`src/rtl/rs_dispatch_ctrl.sv`:
```
// Issue-side dispatcher for the alu0/alu1/ls/branch reservation stations: picks a free RS,
// covers RS busy-flag latency with local reservations, and sequences branch wait / flush.
module rs_dispatch_ctrl #(
   parameter int BUSY_LAT  = 2,
   parameter int BR_STALL  = 1,
   parameter int FLUSH_CYC = 1
) (
   input  logic        clk,
   input  logic        rst,
   input  logic        rdy,
   input  logic        inst_valid,
   input  logic [1:0]  inst_class,
   output logic        inst_ready,
   input  logic        busy_alu0,
   input  logic        busy_alu1,
   input  logic        busy_ls,
   input  logic        busy_branch,
   input  logic        br_done,
   input  logic        br_taken,
   output logic        en_alu0,
   output logic        en_alu1,
   output logic        en_ls,
   output logic        en_branch,
   output logic        flush,
   output logic [15:0] stall_cnt
);

   typedef enum logic [1:0] {
      ISSUE   = 2'd0,
      BR_WAIT = 2'd1,
      FLUSH   = 2'd2
   } state_t;

   localparam logic [1:0] CLS_ALU    = 2'd0;
   localparam logic [1:0] CLS_LS     = 2'd1;
   localparam logic [1:0] CLS_BRANCH = 2'd2;
   localparam logic [1:0] CLS_NOP    = 2'd3;

   localparam int RW = (BUSY_LAT < 1) ? 1 : $clog2(BUSY_LAT + 1);
   localparam int FW = (FLUSH_CYC < 2) ? 1 : $clog2(FLUSH_CYC + 1);

   // Index order everywhere: 0=alu0, 1=alu1, 2=ls, 3=branch
   state_t          state;
   logic            rr_ptr;
   logic [FW-1:0]   flush_cnt;
   logic [3:0]      resv;
   logic [RW-1:0]   resv_cnt [4];
   logic [3:0]      busy_vec;
   logic [3:0]      free_vec;
   logic [3:0]      target;
   logic [3:0]      en_vec;
   logic            class_allowed;
   logic            target_ok;

   assign busy_vec = {busy_branch, busy_ls, busy_alu1, busy_alu0};
   assign free_vec = ~busy_vec & ~resv;
   assign flush    = (state == FLUSH);

   // Target selection and the combinational accept / allocate handshake
   always_comb begin
      target        = 4'b0000;
      target_ok     = 1'b0;
      class_allowed = 1'b0;
      case (state)
         ISSUE:   class_allowed = 1'b1;
         BR_WAIT: class_allowed = (BR_STALL == 0) && (inst_class != CLS_BRANCH);
         FLUSH:   class_allowed = 1'b0;
         default: class_allowed = 1'b0;
      endcase
      case (inst_class)
         CLS_ALU: begin
            if (rr_ptr == 1'b0) begin
               if (free_vec[0])      target = 4'b0001;
               else if (free_vec[1]) target = 4'b0010;
               else                  target = 4'b0000;
            end else begin
               if (free_vec[1])      target = 4'b0010;
               else if (free_vec[0]) target = 4'b0001;
               else                  target = 4'b0000;
            end
            target_ok = |target;
         end
         CLS_LS: begin
            target    = free_vec[2] ? 4'b0100 : 4'b0000;
            target_ok = free_vec[2];
         end
         CLS_BRANCH: begin
            target    = free_vec[3] ? 4'b1000 : 4'b0000;
            target_ok = free_vec[3];
         end
         CLS_NOP: begin
            target    = 4'b0000;
            target_ok = 1'b1;
         end
         default: begin
            target    = 4'b0000;
            target_ok = 1'b0;
         end
      endcase
      inst_ready = rdy & inst_valid & class_allowed & target_ok;
      if (inst_ready) begin
         en_vec = target;
      end else begin
         en_vec = 4'b0000;
      end
   end

   assign en_alu0   = en_vec[0];
   assign en_alu1   = en_vec[1];
   assign en_ls     = en_vec[2];
   assign en_branch = en_vec[3];

   // Per-RS reservations: held until the RS reports busy or BUSY_LAT cycles elapse
   always_ff @(posedge clk) begin
      if (rst) begin
         resv <= 4'b0000;
         for (int i = 0; i < 4; i++) resv_cnt[i] <= '0;
      end else if (rdy) begin
         if (state == FLUSH) begin
            resv <= 4'b0000;
            for (int i = 0; i < 4; i++) resv_cnt[i] <= '0;
         end else begin
            for (int i = 0; i < 4; i++) begin
               if (en_vec[i]) begin
                  resv[i]     <= 1'b1;
                  resv_cnt[i] <= RW'(BUSY_LAT);
               end else if (resv[i]) begin
                  if (busy_vec[i] || (resv_cnt[i] <= RW'(1))) begin
                     resv[i]     <= 1'b0;
                     resv_cnt[i] <= '0;
                  end else begin
                     resv_cnt[i] <= resv_cnt[i] - RW'(1);
                  end
               end
            end
         end
      end
   end

   // Issue FSM, ALU round-robin pointer and saturating stall counter
   always_ff @(posedge clk) begin
      if (rst) begin
         state     <= ISSUE;
         rr_ptr    <= 1'b0;
         flush_cnt <= '0;
         stall_cnt <= 16'h0000;
      end else if (rdy) begin
         if (inst_valid && !inst_ready && (stall_cnt != 16'hFFFF)) begin
            stall_cnt <= stall_cnt + 16'h0001;
         end
         // Pointer moves to whichever ALU was not just used
         if (en_vec[0]) begin
            rr_ptr <= 1'b1;
         end else if (en_vec[1]) begin
            rr_ptr <= 1'b0;
         end
         case (state)
            ISSUE: begin
               if (en_vec[3]) state <= BR_WAIT;
            end
            BR_WAIT: begin
               if (br_done) begin
                  if (br_taken) begin
                     state     <= FLUSH;
                     flush_cnt <= FW'(FLUSH_CYC - 1);
                  end else begin
                     state <= ISSUE;
                  end
               end
            end
            FLUSH: begin
               if (flush_cnt == '0) begin
                  state <= ISSUE;
               end else begin
                  flush_cnt <= flush_cnt - FW'(1);
               end
            end
            default: state <= ISSUE;
         endcase
      end
   end

endmodule
```
`config.mk`:
```
export PLATFORM = sky130hd
export DESIGN_NAME = rs_dispatch_ctrl
export DESIGN_NICKNAME = d
export VERILOG_FILES = /design/src/rtl/rs_dispatch_ctrl.sv
export SDC_FILE = /design/constraint.sdc
export NUM_CORES = 1
export LEC_CHECK = 0
export ABC_AREA = 1
export BUFFER_PORTS_ARGS = -buffer_cell sky130_fd_sc_hd__buf_2
export CAP_MARGIN = 20
export CORE_ASPECT_RATIO = 0.75
export CORE_MARGIN = 2
export CORE_UTILIZATION = 35
export CTS_CLUSTER_DIAMETER = 80
export DETAILED_ROUTE_END_ITERATION = 12
export PLACE_DENSITY = 0.59
export SYNTH_ARGS = -nofsm -noshare
export SYNTH_HDL_FRONTEND = slang
export SYNTH_SLANG_ARGS = --single-unit
```
`constraint.sdc`:
```
create_clock -name clk -period 2.05 [get_ports clk]
set_clock_uncertainty 0.1 [all_clocks]
set_input_delay 0.5125 -clock clk [delete_from_list [all_inputs] [get_ports clk]]
set_output_delay 0.5125 -clock clk [all_outputs]
set_load 0.05 [all_outputs]
```
# Word-level counts from Yosys, hierarchy flattened
# Memories as Yosys holds them, arrays and structs flattened.
# Index checks and enable logic that the tools add are counted.
dict set report totals {
  register_bits 24
  ram_bits 8
  input_bits 12
  output_inout_bits 22
  wordCells 190
  memories 1
}
# name depth width read_ports rd_ports_with_merged_regs write_ports line_no
set mem_list {}
lappend mem_list {resv_cnt 4 2 4 0 4 47} ;# logic [RW-1:0] resv_cnt [4];
dict set report op_classes {
  addsub 6
  order_cmp 4
  n_eq_ne 10
  mux 126
  n_bitwise 22
  n_reduce_logical 16
}
# op n
set ops {}
lappend ops {{$mux W1} 93}
lappend ops {{$mux W2} 23}
lappend ops {{$mux W4} 5}
lappend ops {{$add A16 B1 Y16 const B} 1}
lappend ops {{$ne A16 B16 Y1 const B} 1}
lappend ops {{$or A1 B1 Y1} 16}
lappend ops {{$pmux W4 S4} 1}
lappend ops {{$le A2 B1 Y1 const B} 4}
lappend ops {{$ne A2 B2 Y1 const B} 4}
lappend ops {{$not A4 Y4} 2}
lappend ops {{$reduce_and A4 Y1} 2}
lappend ops {{$sub A2 B1 Y2 const B} 4}
lappend ops {{$eq A2 B2 Y1 const B} 3}
lappend ops {{$pmux W2 S3} 1}
lappend ops {{$and A4 B4 Y4} 1}
lappend ops {{$eq A2 B1 Y1 const B} 2}
lappend ops {{$logic_not A2 Y1} 2}
lappend ops {{$logic_or A1 B1 Y1} 4}
lappend ops {{$pmux W1 S4} 1}
lappend ops {{$reduce_and A2 Y1} 2}
lappend ops {{$reduce_bool A2 Y1} 2}
lappend ops {{$reduce_or A4 Y1} 1}
lappend ops {{$and A1 B1 Y1} 3}
lappend ops {{$mux W3} 1}
lappend ops {{4 further kinds} 5}

# Logic depth before layout (Yosys ltp)
# Gate-level depths: netlist of the first run.
dict set report logic_depth {
  depth_word 18
  mapped_depth 11
  ltp_nobuf 10
}

# Worst setup path before layout of the first run
# No wires, ideal clock.
dict set report synth_timing {
  kind {input port to output port}
  from {input inst_class[1]}
  to {output en_ls}
  arrival_time_ns 1.981
  t_required_ns 1.437
  path_slack_ns -0.543
  stages 4
  n_path_buf 0
  path_cell_list {inv_1 -> nand2_1 -> nor3_1 -> nor3b_1}
}
dict set report synth_between {
  elab_chain_len 4
  elab_cells_between_ends 8
  cone_classes {eq/ne: 3; mux: 3; bitwise: 1; reduce/logical: 1}
}
# element line_no
set synth_rtl {}
lappend synth_rtl {{from (decl)} 12} ;# input logic [1:0] inst_class,
lappend synth_rtl {{$eq A2 B2 Y1 (tied with other cells)} 70} ;# case (inst_class)
lappend synth_rtl {{$pmux W1 S4} 70}
lappend synth_rtl {{$and A1 B1 Y1} 100} ;# inst_ready = rdy & inst_valid & class_allowed & target_ok;
lappend synth_rtl {{$mux W4 *} 101} ;# if (inst_ready) begin
lappend synth_rtl {{to (decl)} 22} ;# output logic en_ls,
# Mark *: on every way between the ends. The rest lies on a longest branch, timed or not.

# Worst setup path after layout of the first run
dict set report layout_timing {
  from {input busy_alu0}
  to {output en_alu1}
}
dict set report layout_between {
  elab_chain_len 10
  elab_cells_between_ends 12
  cone_classes {mux: 8; bitwise: 3; reduce/logical: 1}
}
# element line_no
set layout_rtl {}
lappend layout_rtl {{from (decl)} 14} ;# input logic busy_alu0,
lappend layout_rtl {{$not A4 Y4 *} 56} ;# assign free_vec = ~busy_vec & ~resv;
lappend layout_rtl {{$and A4 B4 Y4 *} 56}
lappend layout_rtl {{$mux W1} 78} ;# else if (free_vec[0]) target = 4'b0001;
lappend layout_rtl {{$mux W2} 77} ;# if (free_vec[1]) target = 4'b0010;
lappend layout_rtl {{$mux W4 *} 72} ;# if (rr_ptr == 1'b0) begin
lappend layout_rtl {{$mux W4 *} 70}
lappend layout_rtl {{$reduce_or A4 Y1} 81} ;# target_ok = |target;
lappend layout_rtl {{$pmux W1 S4} 70}
lappend layout_rtl {{$and A1 B1 Y1} 100}
lappend layout_rtl {{$mux W4 *} 101}
lappend layout_rtl {{to (decl)} 21} ;# output logic en_alu1,
# Mark *: on every way between the ends. The rest lies on a longest branch, timed or not. The select of a mux whose other input is x is not followed.

==> flow_summary.ini, run 1 <==
[grt]
grt_pass1_vias = 1763
grt_max_degree = 22
grt-busiest-layer = met1
met2_usage = 0.254
grt_pass1_wl_microns = 8090
grt_use_met1 = 0.257
antenna_found_initial = 0
track_usage = 0.173
overflow = 0
use_met3 = 0.0326

[worst_setup_path]
crit_buf_inv = 4
critPathCaptureType = output pin
worstPathCellList = buf_2 > inv_1 > nand2_2 > nand2_2 > nor2_4 > nor2_4 > nand3_2 > inv_2 > buf_8
required_ns = 1.44
reg2reg_to = resv_cnt[3][0]$_SDFFCE_PN0P_
critPathKind = in -> out
crit_arrival_ns = 1.46
crit_fanout = 6
critPathTopFamily = simple AND/OR/NAND/NOR gates
worst_setup_path_start_kind = input pin
cpPeakStageDelay_ns = 0.21
r2r_slack_ns = 0.24
crit_path_top_delay_cell = nor2_4
r2r_cells = 9
r2r-start = state[1]$_SDFFE_PP0P_

[pwr]
power_density_nw_per_um2 = 494
p_leak_nw = 1.11
ir_drop_mv = 0.241

[layout]
nNetsFinal = 335
stdcell_area_sq_um = 2520
area_growth_pct = 31.9
stdcell_count = 396
mostFrequentLayoutCells = nand2_1 (50), buf_4 (28), buf_2 (27)
final_common_cell = nand2_1
nFillCells = 559
antenna_cells = 0
drive_gt1_frac = 0.368

[clock_tree]
clock_path_buffers = 2
clock_latency_ns = 0.28
clk_pin_slew_ns = 0.06
cts_tree = built
cts_root_buffer = clkbuf_8
cts_buffers = 5
cts.sinks = 31
cts_htree_levels = 2

[outcome]
violations = negative setup slack
status = finished, violations left

[synthesis]
synth-edff-count = 6
synth-main-ff-cell = dfxtp_1
synth_top_area_frac = 0.261
netlist_area_sq_um = 1910
synth_compound_area_frac = 0.119
netlist_instances = 256
ys_types = 33
synth_top_area_cell = dfxtp_1
synthSimpleGateAreaFrac = 0.358
synth-adder-area-share = 0.0196
synthesis.nets = 271
synth.area.mux_share = 0
syn_area_per_cell_sq_um = 7.48
synth_top_family_by_area = simple AND/OR/NAND/NOR gates
ys_seq_area_frac = 0.356
synth_xor_area_frac = 0.0641
yosysWarnings = 0
yosys-top-cells-area = dfxtp_1 (26%), nand2_1 (10%), edfxtp_1 (9.4%)
ys_ff_latch = 31
async_flop_share = 0

[timing]
finalSetupViolCount = 2
rsz0062_at_grt = true
max_freq_mhz = 482
final-hold-violation-count = 0
fin_crit_sh = 1.01
drv_slew = 0
fin_ws_ns = -0.0232
fin_crit_ns = 2.07
relSlewSlack = 0.687
tightest_slew_ns = 0.465

[detailed_routing]
dr.pass1.iters = 4
remaining_drc_errors = 0
wire_per_inst_microns = 12.0
vias_per_cell = 4.58
vias = 1813
drtIter0Drc = 60
antenna_left = 0
wirelength_microns = 4760

[min_path]
min_delay_worst_endpoint = stall_cnt[14]$_SDFFE_PP0P_
min_path_type = reg -> reg
hold_depth = 2
hp-start = stall_cnt[14]$_SDFFE_PP0P_

[floorplan]
placementRows = 23
core_sq_um = 5300
io_pins = 34
start_util = 0.362
die-area_sq_um = 6080
die_x_microns = 89.4
die_h_microns = 68.1

[placed_design]
gp_congestion = 0.865
io_buffers = 33
pre_cts_slack_ns = -0.0986
dp_hpwl_microns = 3550
dp_cells = 380
detailed_place.area_sq_um = 2300

[job]
maxCapViolations = 0
registers in the layout, summed over array words and instances, names as in the netlist:
register,count
state,2
rr_ptr,1
stall_cnt,16
resv,4
resv_cnt,8
final cells by class:
class	instances	area, sq um	area share
Multi-Input combinational cell	189	1110	0.439
Timing Repair Buffer	61	437	0.173
Tap cell	75	93.8	0.0372
Inverter	32	123	0.0486
Sequential cell	31	684	0.271
Clock inverter	2	7.51	0.00297
Clock buffer	6	72.6	0.0287
worst register-to-register path: cells and delay by family (launching register included):
family / cells / cell delay, ns
and+or+nand+nor: 5 / 0.52
buffers and inverters: 3 / 0.35
DFF: 1 / 0.32
AOI/OAI and AO/OA: 1 / 0.21
cell families (layout without fill, tap and decap cells):
kind of cell	Yosys count	count (layout)
buf+inv	36	101
fa+ha+maj	3	3
flops	31	31
xor+xnor	14	14
simple gates	138	138
compound gates	34	34
Yosys cell counts, types with 2 or more instances:
library cell  number
a21oi_1           11
a21oi_2           11
and3_1             2
dfxtp_1           25
edfxtp_1           6
ha_1               3
inv_1             31
nand2_1           53
nand2_2           13
nand3_1           21
nand4_1            7
nor2_1            23
nor2_2             3
nor2_4             3
nor3_1             8
o211ai_1           2
o21ai_0            6
xnor2_1            3
xor2_1            11
metal layers:
layer	share of wire	routed length, microns
met5	0	0
met4	0.012	55
met3	0.026	126
met2	0.43	2020
met1	0.54	2550
how the worst max path moves through the flow:
stage                           from  endpoint  depth (start not counted)  slack, ns
6_report                   busy_alu0   en_alu1                          9      -0.02
2_1_floorplan          inst_class[1]     en_ls                          4      -0.05
3_5_place_dp               busy_alu0   en_alu0                          9       -0.1
5_1_grt        state[1]$_SDFFE_PP0P_   en_alu1                          8      -0.09
4_1_cts        state[1]$_SDFFE_PP0P_   en_alu0                          8      -0.02
3_3_place_gp               busy_alu0   en_alu0                          9      -0.08
report_power, final:
group,internal [mW],total (mW),switching (mW)
sequential,0.629,0.635,0.00604
clock,0.231,0.452,0.221
combinational,0.0615,0.160,0.0984
timing repair:
action                                  4_1_cts  5_1_grt
endpoints found under the setup margin        5        5
setup buffers                                 5        3
hold buffers                                  0        0
gates resized for setup                      21       12
pin swaps                                     5        3
through the flow:
step	util	total power, mW	hold WS (ns)	setup TNS [ns]
2_1_floorplan	-	0.738	0.352	-0.0463
3_3_place_gp	0.435	0.793	0.375	-0.238
3_5_place_dp	0.435	0.794	0.376	-0.270
4_1_cts	0.467	1.26	0.412	-0.0385
5_1_grt	0.477	1.30	0.442	-0.266
6_report	0.477	1.25	0.406	-0.0256
No activity file was read; power rests on OpenSTA's default activity.
==> inputs of run 2 (changes only) <==
CTS_BUF_LIST = sky130_fd_sc_hd__clkbuf_8   (was not set)
==> run 2 against run 1 <==
The run still ends with negative setup slack left; critical path depth is the same; fmax is the same; utilization is the same; final cell count is the same; sequential power is essentially flat; routed wire length is the same; clock-buffer cell count shrank 1; via count is the same; hold slack is the same; cell area is the same; global-route usage is the same; critical path type unchanged; critical endpoint unchanged.
==> flow_summary.ini, run 2 (synthesized netlist as in run 1, its figures left out) <==
[clock_tree]
clock_path_buffers = 2
cts_htree_levels = 2
postCtsHoldBufs = 0
cts.sinks = 31
cts_root_buffer = clkbuf_8
cts_buffers = 5
clk_pin_slew_ns = 0.06
clock_latency_ns = 0.28
cts_tree = built

[placed_design]
gp_congestion = 0.865
io_buffers = 33
dp_cells = 380
dp_hpwl_microns = 3550
detailed_place.area_sq_um = 2300

[timing]
fin_crit_sh = 1.01
relSlewSlack = 0.687
fin_ws_ns = -0.0232
rsz0062_at_grt = true
finalSetupViolCount = 2
tightest_slew_ns = 0.465
max_freq_mhz = 482
final-hold-violation-count = 0
drv_slew = 0
fin_crit_ns = 2.07

[layout]
top_register = stall_cnt
antenna_cells = 0
reg_top3 = stall_cnt (16), resv_cnt (8), resv (4)
stdcell_count = 396
nNetsFinal = 335
final_common_cell = nand2_1
mostFrequentLayoutCells = nand2_1 (50), buf_4 (28), buf_2 (27)
largest_register_ffs = 16
drive_gt1_frac = 0.368
area_growth_pct = 31.9
stdcell_area_sq_um = 2520

[detailed_routing]
dr.pass1.iters = 4
wirelength_microns = 4760
vias_per_cell = 4.58
route.met2.wl_microns = 2020
antenna_left = 0
vias = 1813
top_layer_used = met4
met3_wirelength_microns = 126
wl_met1_microns = 2550
remaining_drc_errors = 0
drtIter0Drc = 60
wire_per_inst_microns = 12.0

[outcome]
status = finished, violations left
violations = negative setup slack

[pwr]
p_seq_frac = 0.511
clkPwrFrac = 0.360
p_leak_nw = 1.11
power_density_nw_per_um2 = 492
p_int_uw = 917
power_mw = 1.24
p_switching_uw = 326
combPwrFrac = 0.129
swShare = 0.262
ir_drop_mv = 0.241

[grt]
antenna_found_initial = 0
grt_max_degree = 22
overflow = 0
grt_pass1_vias = 1763
grt_pass1_wl_microns = 8090
track_usage = 0.173

[floorplan]
io_pins = 34
die_h_microns = 68.1
die-area_sq_um = 6080
placementRows = 23
start_util = 0.362
core_sq_um = 5300
die_x_microns = 89.4

[worst_setup_path]
crit_arrival_ns = 1.46
r2r_slack_ns = 0.24
crit_fanout = 6
required_ns = 1.44
worst_setup_path_start_kind = input pin
r2r-start = state[1]$_SDFFE_PP0P_
critPathCaptureType = output pin
worstSetupStartpoint = busy_alu0
critPathKind = in -> out

[min_path]
min_path_type = reg -> reg
hp-start = stall_cnt[14]$_SDFFE_PP0P_

[job]
maxCapViolations = 0
==> run 2: cell count changes in the layout (fill, tap and decap cells not counted) <==
| cell | previous run | this run |
|---|---|---|
| clkbuf_1 | 1 | 0 |
| inv_1 | 24 | 25 |
==> run 2: worst max-delay path: stages <==
cell and delay [ns]:
buf_2 0.09, inv_1 0.07, nand2_2 0.08, nand2_2 0.08, nor2_4 0.04, nor2_4 0.21, nand3_2 0.12, inv_2 0.09
buf_8 0.14
==> run 2: path summary, 6_finish.rpt <==
| path | to | cells after the start |
|---|---|---|
| worst min register to register | stall_cnt[14]$_SDFFE_PP0P_ | 2 |
| worst max-delay path | en_alu1 | 9 |
| worst min-delay path | stall_cnt[14]$_SDFFE_PP0P_ | 2 |
| worst max register to register | resv_cnt[3][0]$_SDFFCE_PN0P_ | 9 |
==> run 2: repair_timing <==
item | in CTS | in global routing
endpoints found under the setup margin | 5 | 5
pin swaps | 5 | 3
buffers inserted | 5 | 3
endpoints found under the hold margin | 0 | 0
resized for setup | 21 | 12
==> run 2: cell type report <==
class	instances	area, sq um
timing repair buffer	61	437
clock buffer	5	68.8
multi-input combinational	189	1110
tap	75	93.8
inverter	32	123
fill	559	2770
clock inverter	3	11.3
sequential	31	684
==> run 2: power by group through the flow <==
stage | clock [mW] | combinational (mW) | sequential, mW
after floorplan | 0 | 0.0844 | 0.654
final | 0.447 | 0.160 | 0.635
after global placement | 0 | 0.145 | 0.648
after detailed placement | 0 | 0.146 | 0.648
after global routing | 0.487 | 0.175 | 0.635
after CTS | 0.463 | 0.153 | 0.635
==> run 2: stage by stage <==
step / hold slack (ns) / TNS, ns / setup WS (ns) / util
after floorplan: 0.352 / -0.0463 / -0.0463 / -
after global routing: 0.442 / -0.266 / -0.0914 / 0.477
after CTS: 0.412 / -0.0385 / -0.0193 / 0.467
final: 0.406 / -0.0256 / -0.0232 / 0.477
after detailed placement: 0.376 / -0.270 / -0.0986 / 0.435
after global placement: 0.375 / -0.238 / -0.0819 / 0.435
==> run 2: metal layers <==
layer / track usage / vias to the layer above
met5: 0 / -
li1: - / 964
met3: 0.0326 / 4
met1: 0.257 / 823
met4: 0.0448 / 0
met2: 0.254 / 22
==> inputs of run 3 (changes only) <==
PLACE_DENSITY = 0.53   (was 0.59)
==> run 3 against run 2 <==
The run still ends with negative setup slack left; global-route usage shrank 0.56 points; fmax fell by 1.3%; routed wire length increased by 2.1%; combinational power is 4% higher; cell area is 2.3% higher; non-clock buffer count rose by 7; register-to-register slack worse by 0.26 ns; sequential share of layout area fell by 0.51 points; critical path type is now reg -> out; critical endpoint unchanged; largest power group unchanged.
==> flow_summary.ini, run 3 (synthesized netlist as in run 1, its figures left out) <==
[pwr]
swShare = 0.263
p_switching_uw = 328
combPwrFrac = 0.133
p_int_uw = 919
p_seq_frac = 0.507
p_leak_nw = 1.14
ir_drop_mv = 0.239
power_density_nw_per_um2 = 483
clkPwrFrac = 0.359

[clock_tree]
cts_buffers = 5
clk_pin_slew_ns = 0.06
clock_path_buffers = 2
cts.sinks = 31
postCtsHoldBufs = 0
cts_tree = built
cts_htree_levels = 2
clock_latency_ns = 0.28
cts_root_buffer = clkbuf_8

[detailed_routing]
remaining_drc_errors = 0
dr.pass1.iters = 4
antenna_left = 0
drtIter0Drc = 123
wire_per_inst_microns = 12.1
vias_per_cell = 4.64
wirelength_microns = 4860
vias = 1869

[timing]
drv_slew = 0
finalSetupViolCount = 5
fin_ws_ns = -0.0506
fin_crit_ns = 2.10
max_freq_mhz = 476
rsz0062_at_grt = true
final-hold-violation-count = 0
finalSetupTns_ns = -0.148
fin_crit_sh = 1.02
relSlewSlack = 0.740
tightest_slew_ns = 0.387

[layout]
largest_register_ffs = 16
drive_gt1_frac = 0.381
antenna_cells = 0
nFillCells = 558
nNetsFinal = 342
mostFrequentLayoutCells = nand2_1 (50), buf_4 (34), buf_2 (28)
area_growth_pct = 34.9
stdcell_count = 403
reg_top3 = stall_cnt (16), resv_cnt (8), resv (4)
register_area_sq_um = 687
multiInputGateArea_sq_um = 1110
final_common_cell = nand2_1
top_register = stall_cnt

[outcome]
status = finished, violations left
violations = negative setup slack

[floorplan]
die_x_microns = 89.4
io_pins = 34
die-area_sq_um = 6080
core_sq_um = 5300
placementRows = 23
start_util = 0.362
die_h_microns = 68.1

[grt]
grt_pass1_vias = 1601
grt_pass1_wl_microns = 7720
grt_max_degree = 22
track_usage = 0.167
overflow = 0
antenna_found_initial = 0

[worst_setup_path]
r2r-start = state[0]$_SDFFE_PP0P_
r2r_slack_ns = -0.02
required_ns = 1.44
r2r_cells = 14
crit_fanout = 6
crit_arrival_ns = 1.49
critPathCaptureType = output pin
worst_setup_path_start_kind = flop
reg2reg_to = rr_ptr$_SDFFE_PP0P_
critPathKind = reg -> out

[placed_design]
gp_congestion = 0.870
dp_hpwl_microns = 3670
dp_cells = 382
io_buffers = 33

[min_path]
hold_depth = 2
hp-start = state[1]$_SDFFE_PP0P_
min_path_type = reg -> reg
min_delay_worst_endpoint = state[1]$_SDFFE_PP0P_

[job]
maxCapViolations = 0
run 3: final cells by class:
cell class,instances,area share
flip-flops and latches,31,0.266
repair buffers,68,0.188
clock inverters,3,0.00436
inverters,32,0.0475
well taps,75,0.0363
clock buffers,5,0.0266
multi-input cells,189,0.431
run 3: worst max path at each step:
stage                          startpoint       to  slack (ns)  cells past startpoint
floorplan                   inst_class[1]    en_ls       -0.05                      4
global placement                busy_alu0  en_alu0       -0.09                      9
global route        state[0]$_SDFFE_PP0P_  en_alu0       -0.15                      8
CTS                 state[0]$_SDFFE_PP0P_  en_alu0       -0.07                      8
detailed placement              busy_alu0  en_alu0       -0.11                      9
finish              state[0]$_SDFFE_PP0P_  en_alu1       -0.05                      8
run 3: worst max-delay path, stage by stage, from the launching register on:
cell and delay, ns:
dfxtp_4 0.35, inv_2 0.05, nand2_2 0.07, nor2_2 0.11
nand2_2 0.09, nor2_4 0.20, nand3_2 0.13, inv_2 0.08
buf_8 0.14
run 3: power groups by stage:
| stage | clock network [mW] | registers (mW) | logic, mW |
|---|---|---|---|
| 2_1_floorplan | 0 | 0.654 | 0.0844 |
| 3_3_place_gp | 0 | 0.647 | 0.149 |
| 3_5_place_dp | 0 | 0.648 | 0.148 |
| 4_1_cts | 0.461 | 0.633 | 0.161 |
| 5_1_grt | 0.485 | 0.633 | 0.180 |
| 6_report | 0.448 | 0.633 | 0.166 |
run 3: through the flow:
stage                     setup slack, ns  hold slack [ns]  power [mW]  area (sq um)  utilization
after CTS                         -0.0676            0.382        1.26          2560        0.483
final                             -0.0506            0.381        1.25          2580        0.488
after global routing               -0.147            0.408        1.30          2580        0.488
after detailed placement           -0.111            0.377       0.796          2320        0.438
after global placement            -0.0919            0.371       0.796          2320        0.438
after floorplan                   -0.0463            0.352       0.738          1920            -
run 3: metal layers:
| layer | track usage | routed length [microns] |
|---|---|---|
| met4 | 0.0392 | 25 |
| met2 | 0.223 | 1960 |
| met1 | 0.264 | 2630 |
| met5 | 0 | 0 |
| met3 | 0.0386 | 250 |
run 3: timing repair:
item | CTS | global route
pin swaps | 5 | 6
gates resized for setup | 28 | 5
setup buffers | 12 | 1
setup endpoints to repair | 5 | 8
endpoints found under the hold margin | 0 | 0
